**config.mk**
```make
export PLATFORM = sky130hd
export DESIGN_NAME = oversample_filter
export DESIGN_NICKNAME = d
export VERILOG_FILES = /design/src/rtl/oversample_filter.sv
export SDC_FILE = /design/constraint.sdc
export NUM_CORES = 1
export LEC_CHECK = 0
export CORE_AREA = 2 2 88 153
export CTS_CLUSTER_DIAMETER = 40
export CTS_CLUSTER_SIZE = 24
export DETAILED_ROUTE_END_ITERATION = 10
export DIE_AREA = 0 0 90 155
export PLACE_DENSITY = 0.69
export SYNTH_ARGS = -nofsm -noshare
export SYNTH_HDL_FRONTEND = slang
export SYNTH_SLANG_ARGS = --single-unit
```
**constraint.sdc**
```tcl
create_clock -name clk_in -period 3.3 [get_ports clk_in]
set_input_delay 0.66 -clock clk_in [delete_from_list [all_inputs] [get_ports clk_in]]
set_output_delay 0.66 -clock clk_in [all_outputs]
set_load 0.05 [all_outputs]
```
**src/rtl/oversample_filter.sv**
```systemverilog
// Oversampling averager ahead of the PID core: sums 2^os signed samples, divides by an
// arithmetic right shift and emits one averaged sample with a single-cycle valid pulse.
module oversample_filter #(
  parameter int unsigned W_IN    = 18,
  parameter int unsigned W_OUT   = 18,
  parameter int unsigned W_OS    = 4,
  parameter int unsigned OS_INIT = 0
) (
  input  logic              clk_in,
  input  logic              reset_in,
  input  logic [W_IN-1:0]   data_in,
  input  logic              data_valid_in,
  input  logic [W_OS-1:0]   os_in,
  input  logic              clear_in,
  input  logic              update_en_in,
  input  logic              update_in,
  output logic [W_OUT-1:0]  data_out,
  output logic              data_valid_out
);

  localparam int unsigned CW = (1 << W_OS) - 1;
  localparam int unsigned AW = W_IN + CW;
  localparam logic [W_OS-1:0] OS_MAX = W_OS'(CW);

  localparam logic [1:0] ST_ACCUM = 2'd0;
  localparam logic [1:0] ST_SHIFT = 2'd1;
  localparam logic [1:0] ST_SEND  = 2'd2;

  logic [1:0]           state_q, state_d;
  logic [W_OS-1:0]      os_q, os_d;
  logic signed [AW-1:0] accum_q, accum_d;
  logic signed [AW-1:0] accum_sum, accum_shr;
  logic [CW-1:0]        count_q, count_d;
  logic [CW-1:0]        count_last;
  logic signed [W_IN-1:0] avg;
  logic [W_OUT-1:0]     data_out_q, data_out_d;

  // 2^os - 1 built as a right-shifted all-ones mask; os never exceeds CW.
  assign count_last = {CW{1'b1}} >> (OS_MAX - os_q);
  assign accum_sum  = accum_q + AW'($signed(data_in));
  assign accum_shr  = accum_q >>> os_q;
  assign avg        = accum_shr[W_IN-1:0];

  always_comb begin
    state_d    = state_q;
    os_d       = os_q;
    accum_d    = accum_q;
    count_d    = count_q;
    data_out_d = data_out_q;
    if (update_in && update_en_in) begin
      os_d    = os_in;
      accum_d = '0;
      count_d = '0;
      state_d = ST_ACCUM;
    end else if (clear_in) begin
      accum_d = '0;
      count_d = '0;
      state_d = ST_ACCUM;
    end else begin
      case (state_q)
        ST_ACCUM: begin
          if (data_valid_in) begin
            accum_d = accum_sum;
            if (count_q == count_last) begin
              count_d = '0;
              state_d = ST_SHIFT;
            end else begin
              count_d = count_q + CW'(1);
            end
          end
        end
        ST_SHIFT: begin
          data_out_d = W_OUT'(avg);
          state_d    = ST_SEND;
        end
        ST_SEND: begin
          accum_d = '0;
          state_d = ST_ACCUM;
        end
        default: begin
          accum_d = '0;
          count_d = '0;
          state_d = ST_ACCUM;
        end
      endcase
    end
  end

  always_ff @(posedge clk_in or posedge reset_in) begin
    if (reset_in) begin
      state_q    <= ST_ACCUM;
      os_q       <= W_OS'(OS_INIT);
      accum_q    <= '0;
      count_q    <= '0;
      data_out_q <= '0;
    end else begin
      state_q    <= state_d;
      os_q       <= os_d;
      accum_q    <= accum_d;
      count_q    <= count_d;
      data_out_q <= data_out_d;
    end
  end

  // Valid decodes straight from state so an async reset drops it immediately.
  assign data_valid_out = (state_q == ST_SEND);
  assign data_out       = data_out_q;

endmodule

```
==> metrics.md, run 1 <==
| Metric | Value |
|---|---|
| Pin count of the biggest net entering global routing | `42` |
| Tcrit/Tclk final | `91.8%` |
| Internal power | `2.29 mW` |
| First-iteration detailed-routing DRC count | `230` |
| CP required | `3520 ps` |
| Via count | `5,803` |
| Combined flip-flop and latch cell area | `1800 um2` |
| Sum of negative setup slack | `0 ps` |
| Post-CTS Hold Buffers | `0` |
| Combinational fraction of design power | `41.3%` |
| Switch share | `35.8%` |
| Crit Path Category | `in -> reg` |
| DP Cell Count | `1,002` |
| Share of power burned in the clock network | `28.6%` |
| Vertical extent of the die | `155 um` |
| Fraction of layout cells with a size suffix above 1 | `15.7%` |
| Core region area | `12,800 um2` |
| Later-pin clock latency in the skew report | `340 ps` |
| CTS tree | `done` |
| Design Area, Final | `7460 um2` |
| Chip width | `90 um` |
| Area enclosed by the die boundary | `14,000 um2` |
| Max Freq | `0.330 GHz` |
| Post-detailed-placement cell area | `7130 um2` |
| DRC violation count after routing | `0` |
| Number of antenna diodes | `0` |
| Global placement routability congestion | `0.928` |
| Setup slack of the critical path after layout | `271 ps` |
| Minimum setup slack after placement | `-162 ps` |
| Max-cap check violation count | `0` |
| Slew headroom | `56.5%` |
| Number of antenna violations at the first check in global routing | `0` |
| Area growth syn-to-layout | `20.0%` |
| Number of enable flip-flop cells after synthesis | `0` |
| Slew at the pin closest to its max-slew limit | `652 ps` |
| Total of endpoints with negative setup slack in the final report | `0` |
| Number of CTS-inserted buffers | `9` |
| Vias in the first global route | `5,864` |
| WHS | `478 ps` |
| Routed wire length | `16.7 mm` |
| Average via count per standard cell | `5.70` |
| Fraction of post-synthesis cell area in the top cell type by area | `29.0%` |
| CTS root buf | `sky130_fd_sc_hd__clkbuf_16` |
| Number of distinct standard cells referenced by the synthesized netlist | `68` |
| Leak Pwr | `3.26 nW` |
| Critical path fanouts, max | `4` |
| Synthesized area divided by synthesized cell count | `8.04 um2` |
| Clock-pin slew reported for the worst setup and hold paths after clock tree synthesis | `50 ps` |
| Data arrival time of the critical path | `3250 ps` |
| First-pass GRT wire length | `28.2 mm` |
| Flip-flop cell with the highest count after synthesis | `sky130_fd_sc_hd__dfrtp_1` |
| Standard-cell row count | `55` |
| Maximum root-to-sink buffer count | `2` |
| Starting Density | `48.6%` |
| Power per cell area | `477 nW/um2` |
| Net count after synthesis | `839` |
| Endpoint kind of the worst setup timing path | `flop` |
| First-pass iteration count of the detailed router | `5` |
| H-Tree Level Count | `3` |
| Layout fillers | `1,177` |
| Post-DP HPWL | `13.3 mm` |
| Worst min-delay path category | `reg -> reg` |
| IO Count | `47` |
| P_sw | `1.28 mW` |
| Result of the run | `finished clean` |
| Number of hold-slack violations in the final timing report | `0` |
| Warnings from Yosys | `0` |
| Worst voltage drop across the vdd grid | `0.266 mV` |
| Number of max-slew violations in the final report | `0` |
| Finished Core Util | `58.3%` |
| Final Non-Filler Cells | `1,018` |
| Residual overflow from global routing | `0` |
| Worst setup SP type | `primary input` |
| Final worst clock skew | `5.78 ps` |
| Period minus WS final | `3030 ps` |
| Synthesized instance count | `773` |
| NumNets Final | `908` |
| Flop pwr share | `30.0%` |
| Overall routing resource usage | `24.6%` |
| Setup repair after global routing missed its margin | `no` |
| Proportion of synthesized flip-flops having asynchronous set or reset | `100%` |
| Multi-input logic area | `4140 um2` |
| Synthesized area | `6220 um2` |
| TritonCTS Sinks | `72` |
| Ranking of synthesized cells by area | `sky130_fd_sc_hd__dfrtp_1 29%, sky130_fd_sc_hd__ha_1 7.4%, sky130_fd_sc_hd__nand2_1 6.9%` |
| Part of the Yosys area used for sequential elements | `29.0%` |
| Number of buffers inserted by port buffering | `46` |
| Mean routed wirelength per cell | `16.4 um` |
| Cell taking the most area after synthesis | `sky130_fd_sc_hd__dfrtp_1` |
| Remaining antenna violation count | `0` |
| Overall power | `3.56 mW` |
| Number of synthesized register bits | `72` |
synthesized netlist by cell type (all sizes together), types with 2 or more instances:
| cell type | instances |
|---|---|
| buf | 15 |
| a21boi | 3 |
| a211oi | 5 |
| nor3 | 15 |
| inv | 23 |
| mux2 | 23 |
| nor2b | 9 |
| nor3b | 6 |
| o21a | 5 |
| clkbuf | 28 |
| nand2b | 5 |
| o41ai | 2 |
| a31oi | 6 |
| a21o | 13 |
| nand4 | 8 |
| o31ai | 19 |
| mux4 | 2 |
| xor2 | 15 |
| nor4 | 2 |
| and2 | 9 |
| nand2 | 115 |
| or2 | 10 |
| mux2i | 26 |
| ha | 37 |
| nand3 | 20 |
| a22o | 4 |
| nor2 | 65 |
| a2111o | 2 |
| and3 | 5 |
| or4 | 3 |
| o31a | 2 |
| o21ai | 84 |
| o21ba | 2 |
| o21bai | 3 |
| xnor2 | 24 |
| o211ai | 16 |
| dfrtp | 72 |
| a21oi | 56 |
critical path, stage by stage:
cell	delay [ps]
sky130_fd_sc_hd__clkdlybuf4s50_1	460
sky130_fd_sc_hd__ha_1	160
sky130_fd_sc_hd__inv_1	50
sky130_fd_sc_hd__fa_1	370
sky130_fd_sc_hd__nand2b_1	180
sky130_fd_sc_hd__a21oi_1	220
sky130_fd_sc_hd__o21ai_1	170
sky130_fd_sc_hd__o21ai_2	270
sky130_fd_sc_hd__a2111o_1	210
sky130_fd_sc_hd__nand3_1	100
sky130_fd_sc_hd__and2_0	150
sky130_fd_sc_hd__a211o_1	240
path summary, 6_finish.rpt:
check	endpoint	cells past startpoint	startpoint	slack [ps]
max	accum_q[32]	12	data_in[0]	270
min	data_out[7]	2	data_out[7]	480
max reg2reg	accum_q[19]	10	accum_q[11]	620
min reg2reg	data_out[7]	2	data_out[7]	480
max in group asynchronous	data_out[11]	3	reset_in	1900
min in group asynchronous	state_q[1]	2	reset_in	740
flip-flops by register name, summed over array words and instances, names as in the netlist:
name and flops:
accum_q 33, state_q 2, count_q 15, data_out 18, os_q 4
cell type report:
cell class                 instances  share of cell area [%]
clock buffer                      14                    3.81
clock inverter                     2                   0.470
inverter                          23                    1.16
multi-input combinational        635                    55.5
sequential                        72                    24.2
tap                              171                    2.87
timing repair buffer             101                    12.0
metal layers:
metal | up-vias | routed length, um | track usage (%)
li1 | 2896 | - | -
met1 | 2728 | 6540 | 26.5
met2 | 127 | 9020 | 46.9
met3 | 52 | 398 | 3.20
met4 | 0 | 774 | 12.1
met5 | - | 0 | 0
cells by family after synthesis:
| group | share of synthesized area, % |
|---|---|
| AOI/OAI and AO/OA | 23.4 |
| xor gates and xnor gates | 5.49 |
| adders and majority gates | 7.77 |
| buffers and inverters | 4.65 |
| DFF | 29.0 |
| muxes | 9.07 |
| and+or+nand+nor | 20.7 |
placed cells by master, fill, tap and decap left out, types with 24 or more instances in the layout:
master                            synthesis  final
sky130_fd_sc_hd__a21oi_1                 56     56
sky130_fd_sc_hd__nor2_1                  55     55
sky130_fd_sc_hd__mux2i_1                 26     26
sky130_fd_sc_hd__xnor2_1                 24     24
sky130_fd_sc_hd__nand2_1                115    115
sky130_fd_sc_hd__dfrtp_1                 72     71
sky130_fd_sc_hd__o21ai_0                 79     78
sky130_fd_sc_hd__buf_4                    3     53
sky130_fd_sc_hd__ha_1                    37     37
sky130_fd_sc_hd__clkdlybuf4s50_1          0     46
power groups by stage:
stage                     clock network (mW)  logic (mW)  registers [mW]
after CTS                               1.04        1.46            1.07
final                                   1.02        1.47            1.07
after global placement                     0        1.42            1.08
after floorplan                            0        1.04            1.04
after global routing                    1.07        1.63            1.08
after detailed placement                   0        1.45            1.08
what timing repair did:
action / 4_1_cts / 5_1_grt
setup endpoints to repair: 0 / 4
setup buffers: 0 / 0
gates resized for setup: 0 / 2
(Power assumes the default switching activity.)
==> inputs of run 2 (changes only) <==
--- a/config.mk
+++ b/config.mk
@@ -7,2 +7,3 @@
 export LEC_CHECK = 0
+export ABC_CLOCK_PERIOD_IN_PS = 3300
 export CORE_AREA = 2 2 88 153
@@ -16 +17,2 @@
 export SYNTH_SLANG_ARGS = --single-unit
+export TNS_END_PERCENT = 100
==> constraint.sdc (replaced) <==
create_clock -name clk_in -period 3.3 [get_ports clk_in]
set_input_delay 0.495 -clock clk_in [delete_from_list [all_inputs] [get_ports clk_in]]
set_output_delay 0.495 -clock clk_in [all_outputs]
set_load 0.05 [all_outputs]
==> run 2 against run 1 <==
Compared with the run above: fmax rose by 1.6%; final area fell by 3.6%; critical endpoint is now accum_q[30]; combinational power fell by 5%; non-clock buffer count fell by 27; flip-flop and latch count did not move; total power fell by 6.5%; highest routed layer unchanged; sequential power barely moved.
==> metrics.md, run 2 (synthesized netlist as in run 1, its figures left out) <==
| Metric | Value |
|---|---|
| CTS root buf | `sky130_fd_sc_hd__clkbuf_16` |
| Data arrival time of the critical path | `3200 ps` |
| Vias in the first global route | `5,771` |
| Switch share | `38.2%` |
| Routed wire length | `16.8 mm` |
| H-Tree Level Count | `3` |
| Global placement routability congestion | `0.942` |
| Power per cell area | `463 nW/um2` |
| Number of CTS-inserted buffers | `9` |
| TritonCTS Sinks | `72` |
| Critical path fanouts, max | `4` |
| Finished Core Util | `56.2%` |
| Residual overflow from global routing | `0` |
| WHS | `476 ps` |
| Crit Path Category | `in -> reg` |
| Top register by number of flip-flops | `accum_q` |
| Worst path most repeated cell | `sky130_fd_sc_hd__o21ai_0` |
| Count of cells along the worst hold path | `2` |
| Post-DP HPWL | `13.2 mm` |
| Maximum root-to-sink buffer count | `2` |
| Number of max-slew violations in the final report | `0` |
| Fraction of layout cells with a size suffix above 1 | `12.7%` |
| Clock-pin slew reported for the worst setup and hold paths after clock tree synthesis | `60 ps` |
| Later-pin clock latency in the skew report | `340 ps` |
| Max-cap check violation count | `0` |
| First-pass iteration count of the detailed router | `4` |
| Number of antenna violations at the first check in global routing | `0` |
| Number of hold-slack violations in the final timing report | `0` |
| Starting Density | `48.6%` |
| Flip-flop count of the largest register, all copies and words added | `33` |
| Setup repair after global routing missed its margin | `no` |
| First-pass GRT wire length | `28.1 mm` |
| Worst setup SP type | `primary input` |
| Number of buffers inserted by port buffering | `46` |
| Internal power | `2.06 mW` |
| Cells along the critical path | `clkdlybuf4s50_1 -> ha_1 -> inv_1 -> fa_1 -> nand2b_1 -> a21oi_1 -> o21ai_0 -> o21ai_2 -> o41ai_2 -> o31ai_1 -> xnor2_1 -> o21ai_0` |
| Tcrit/Tclk final | `90.4%` |
| Core region area | `12,800 um2` |
| Endpoint kind of the worst setup timing path | `flop` |
| Final worst clock skew | `6.68 ps` |
| Slew at the pin closest to its max-slew limit | `785 ps` |
| Worst voltage drop across the vdd grid | `0.225 mV` |
| Vertical extent of the die | `155 um` |
| Combined buffer and inverter count along the critical path | `2` |
| Share of power burned in the clock network | `26.0%` |
| Busiest grt layer | `met2` |
| Max Freq | `0.335 GHz` |
| Total of endpoints with negative setup slack in the final report | `0` |
| Result of the run | `finished clean` |
| First-iteration detailed-routing DRC count | `246` |
| Standard-cell row count | `55` |
| Leak Pwr | `3.10 nW` |
| Slowest stage cell on the critical path | `sky130_fd_sc_hd__clkdlybuf4s50_1` |
| Crit path depth | `12` |
| Via count | `5,717` |
| CP required | `3510 ps` |
| Remaining antenna violation count | `0` |
| Average via count per standard cell | `5.77` |
| Reg2Reg Depth | `11` |
| P_sw | `1.27 mW` |
| Mean routed wirelength per cell | `16.9 um` |
| Met1 track demand over resource | `26.2%` |
| Area growth syn-to-layout | `15.7%` |
| Worst min-delay path category | `reg -> reg` |
| GRT met3 Usage | `3.83%` |
| DRC violation count after routing | `0` |
| Overall routing resource usage | `24.7%` |
| Pin count of the biggest net entering global routing | `39` |
| Critical path's top delay family | `compound AO/OA/AOI/OAI gates` |
| NumNets Final | `881` |
| Number of antenna diodes | `0` |
| IO Count | `47` |
| Leading cell types in the layout, fill and taps excluded | `115 x sky130_fd_sc_hd__nand2_1, 79 x sky130_fd_sc_hd__o21ai_0, 71 x sky130_fd_sc_hd__dfrtp_1` |
| Overall power | `3.33 mW` |
| Most frequent standard cell in the layout excluding fill and tap cells | `sky130_fd_sc_hd__nand2_1` |
| Chip width | `90 um` |
| Combinational fraction of design power | `41.8%` |
| CTS tree | `done` |
| Largest incremental delay on the critical path | `460 ps` |
| Setup fix buffers added after clock tree synthesis | `0` |
| Slew headroom | `47.6%` |
| GRT met2 Usage | `47.4%` |
| Period minus WS final | `2980 ps` |
| Area enclosed by the die boundary | `14,000 um2` |
| Setup slack, reg-to-reg | `510 ps` |
| Flop pwr share | `32.2%` |
==> run 2: cell types whose count changed in the layout (fill, tap and decap cells not counted) <==
| cell | previous run | this run |
|---|---|---|
| sky130_fd_sc_hd__clkinv_2 | 1 | 3 |
| sky130_fd_sc_hd__bufinv_16 | 1 | 0 |
| sky130_fd_sc_hd__o21ai_0 | 78 | 79 |
| sky130_fd_sc_hd__clkbuf_1 | 1 | 2 |
| sky130_fd_sc_hd__buf_4 | 53 | 26 |
| sky130_fd_sc_hd__clkbuf_8 | 4 | 0 |
| sky130_fd_sc_hd__clkinvlp_4 | 0 | 1 |
| sky130_fd_sc_hd__o21ai_1 | 4 | 3 |
==> run 2: area by class of cell <==
cell class,instances,area [um2]
Fill cell,1206,5610
Multi-Input combinational cell,635,4140
Sequential cell,72,1800
Timing Repair Buffer,74,696
Clock buffer,11,233
Tap cell,171,214
Inverter,23,86.3
Clock inverter,4,22.5
==> run 2: final timing paths <==
path | end | start
max | accum_q[30] | data_in[0]
min | data_out[8] | data_out[8]
max reg2reg | accum_q[32] | accum_q[0]
min reg2reg | data_out[8] | data_out[8]
max in group asynchronous | data_out[8] | reset_in
min in group asynchronous | accum_q[1] | reset_in
==> run 2: per-stage QoR <==
stage	std cells	setup TNS, ps	setup WS (ps)	instance area (um2)
6_report	990	0	317	7190
5_1_grt	990	0	62.4	7190
2_1_floorplan	773	0	764	6220
3_3_place_gp	975	-163	-88.9	6930
4_1_cts	990	0	129	7190
3_5_place_dp	975	-416	-189	6930
==> run 2: layer usage <==
layer	wire, um	vias up
met5	0	-
met4	750	0
met3	387	52
met2	9280	114
met1	6360	2712
li1	-	2839
==> run 2: repair_timing <==
item	in CTS	in global routing
hold buffers	0	0
setup endpoints to repair	0	1
resized for setup	0	1
==> run 2: power by group through the flow <==
stage	combinational, mW	clock, mW	sequential [mW]
after floorplan	1.04	0	1.04
final	1.39	0.866	1.07
after global placement	1.35	0	1.08
after global routing	1.54	0.920	1.08
after detailed placement	1.38	0	1.09
after CTS	1.38	0.884	1.07
==> run 2: worst register-to-register path, stage by stage, from the launching register on <==
cell                       delay [ps]
sky130_fd_sc_hd__dfrtp_1          410
sky130_fd_sc_hd__ha_1             210
sky130_fd_sc_hd__inv_1             70
sky130_fd_sc_hd__fa_1             190
sky130_fd_sc_hd__nand2b_1         150
sky130_fd_sc_hd__a21oi_1          100
sky130_fd_sc_hd__o21ai_0          390
sky130_fd_sc_hd__o21ai_2          190
sky130_fd_sc_hd__a2111o_1         410
sky130_fd_sc_hd__a21o_1           170
sky130_fd_sc_hd__and2_0           150
sky130_fd_sc_hd__a211o_1          250
==> inputs of run 3 (changes only) <==
- CTS_CLUSTER_SIZE: 24 -> 25
==> results of run 3 <==
The final DEF is identical to that of run 2; final timing and power are the same.
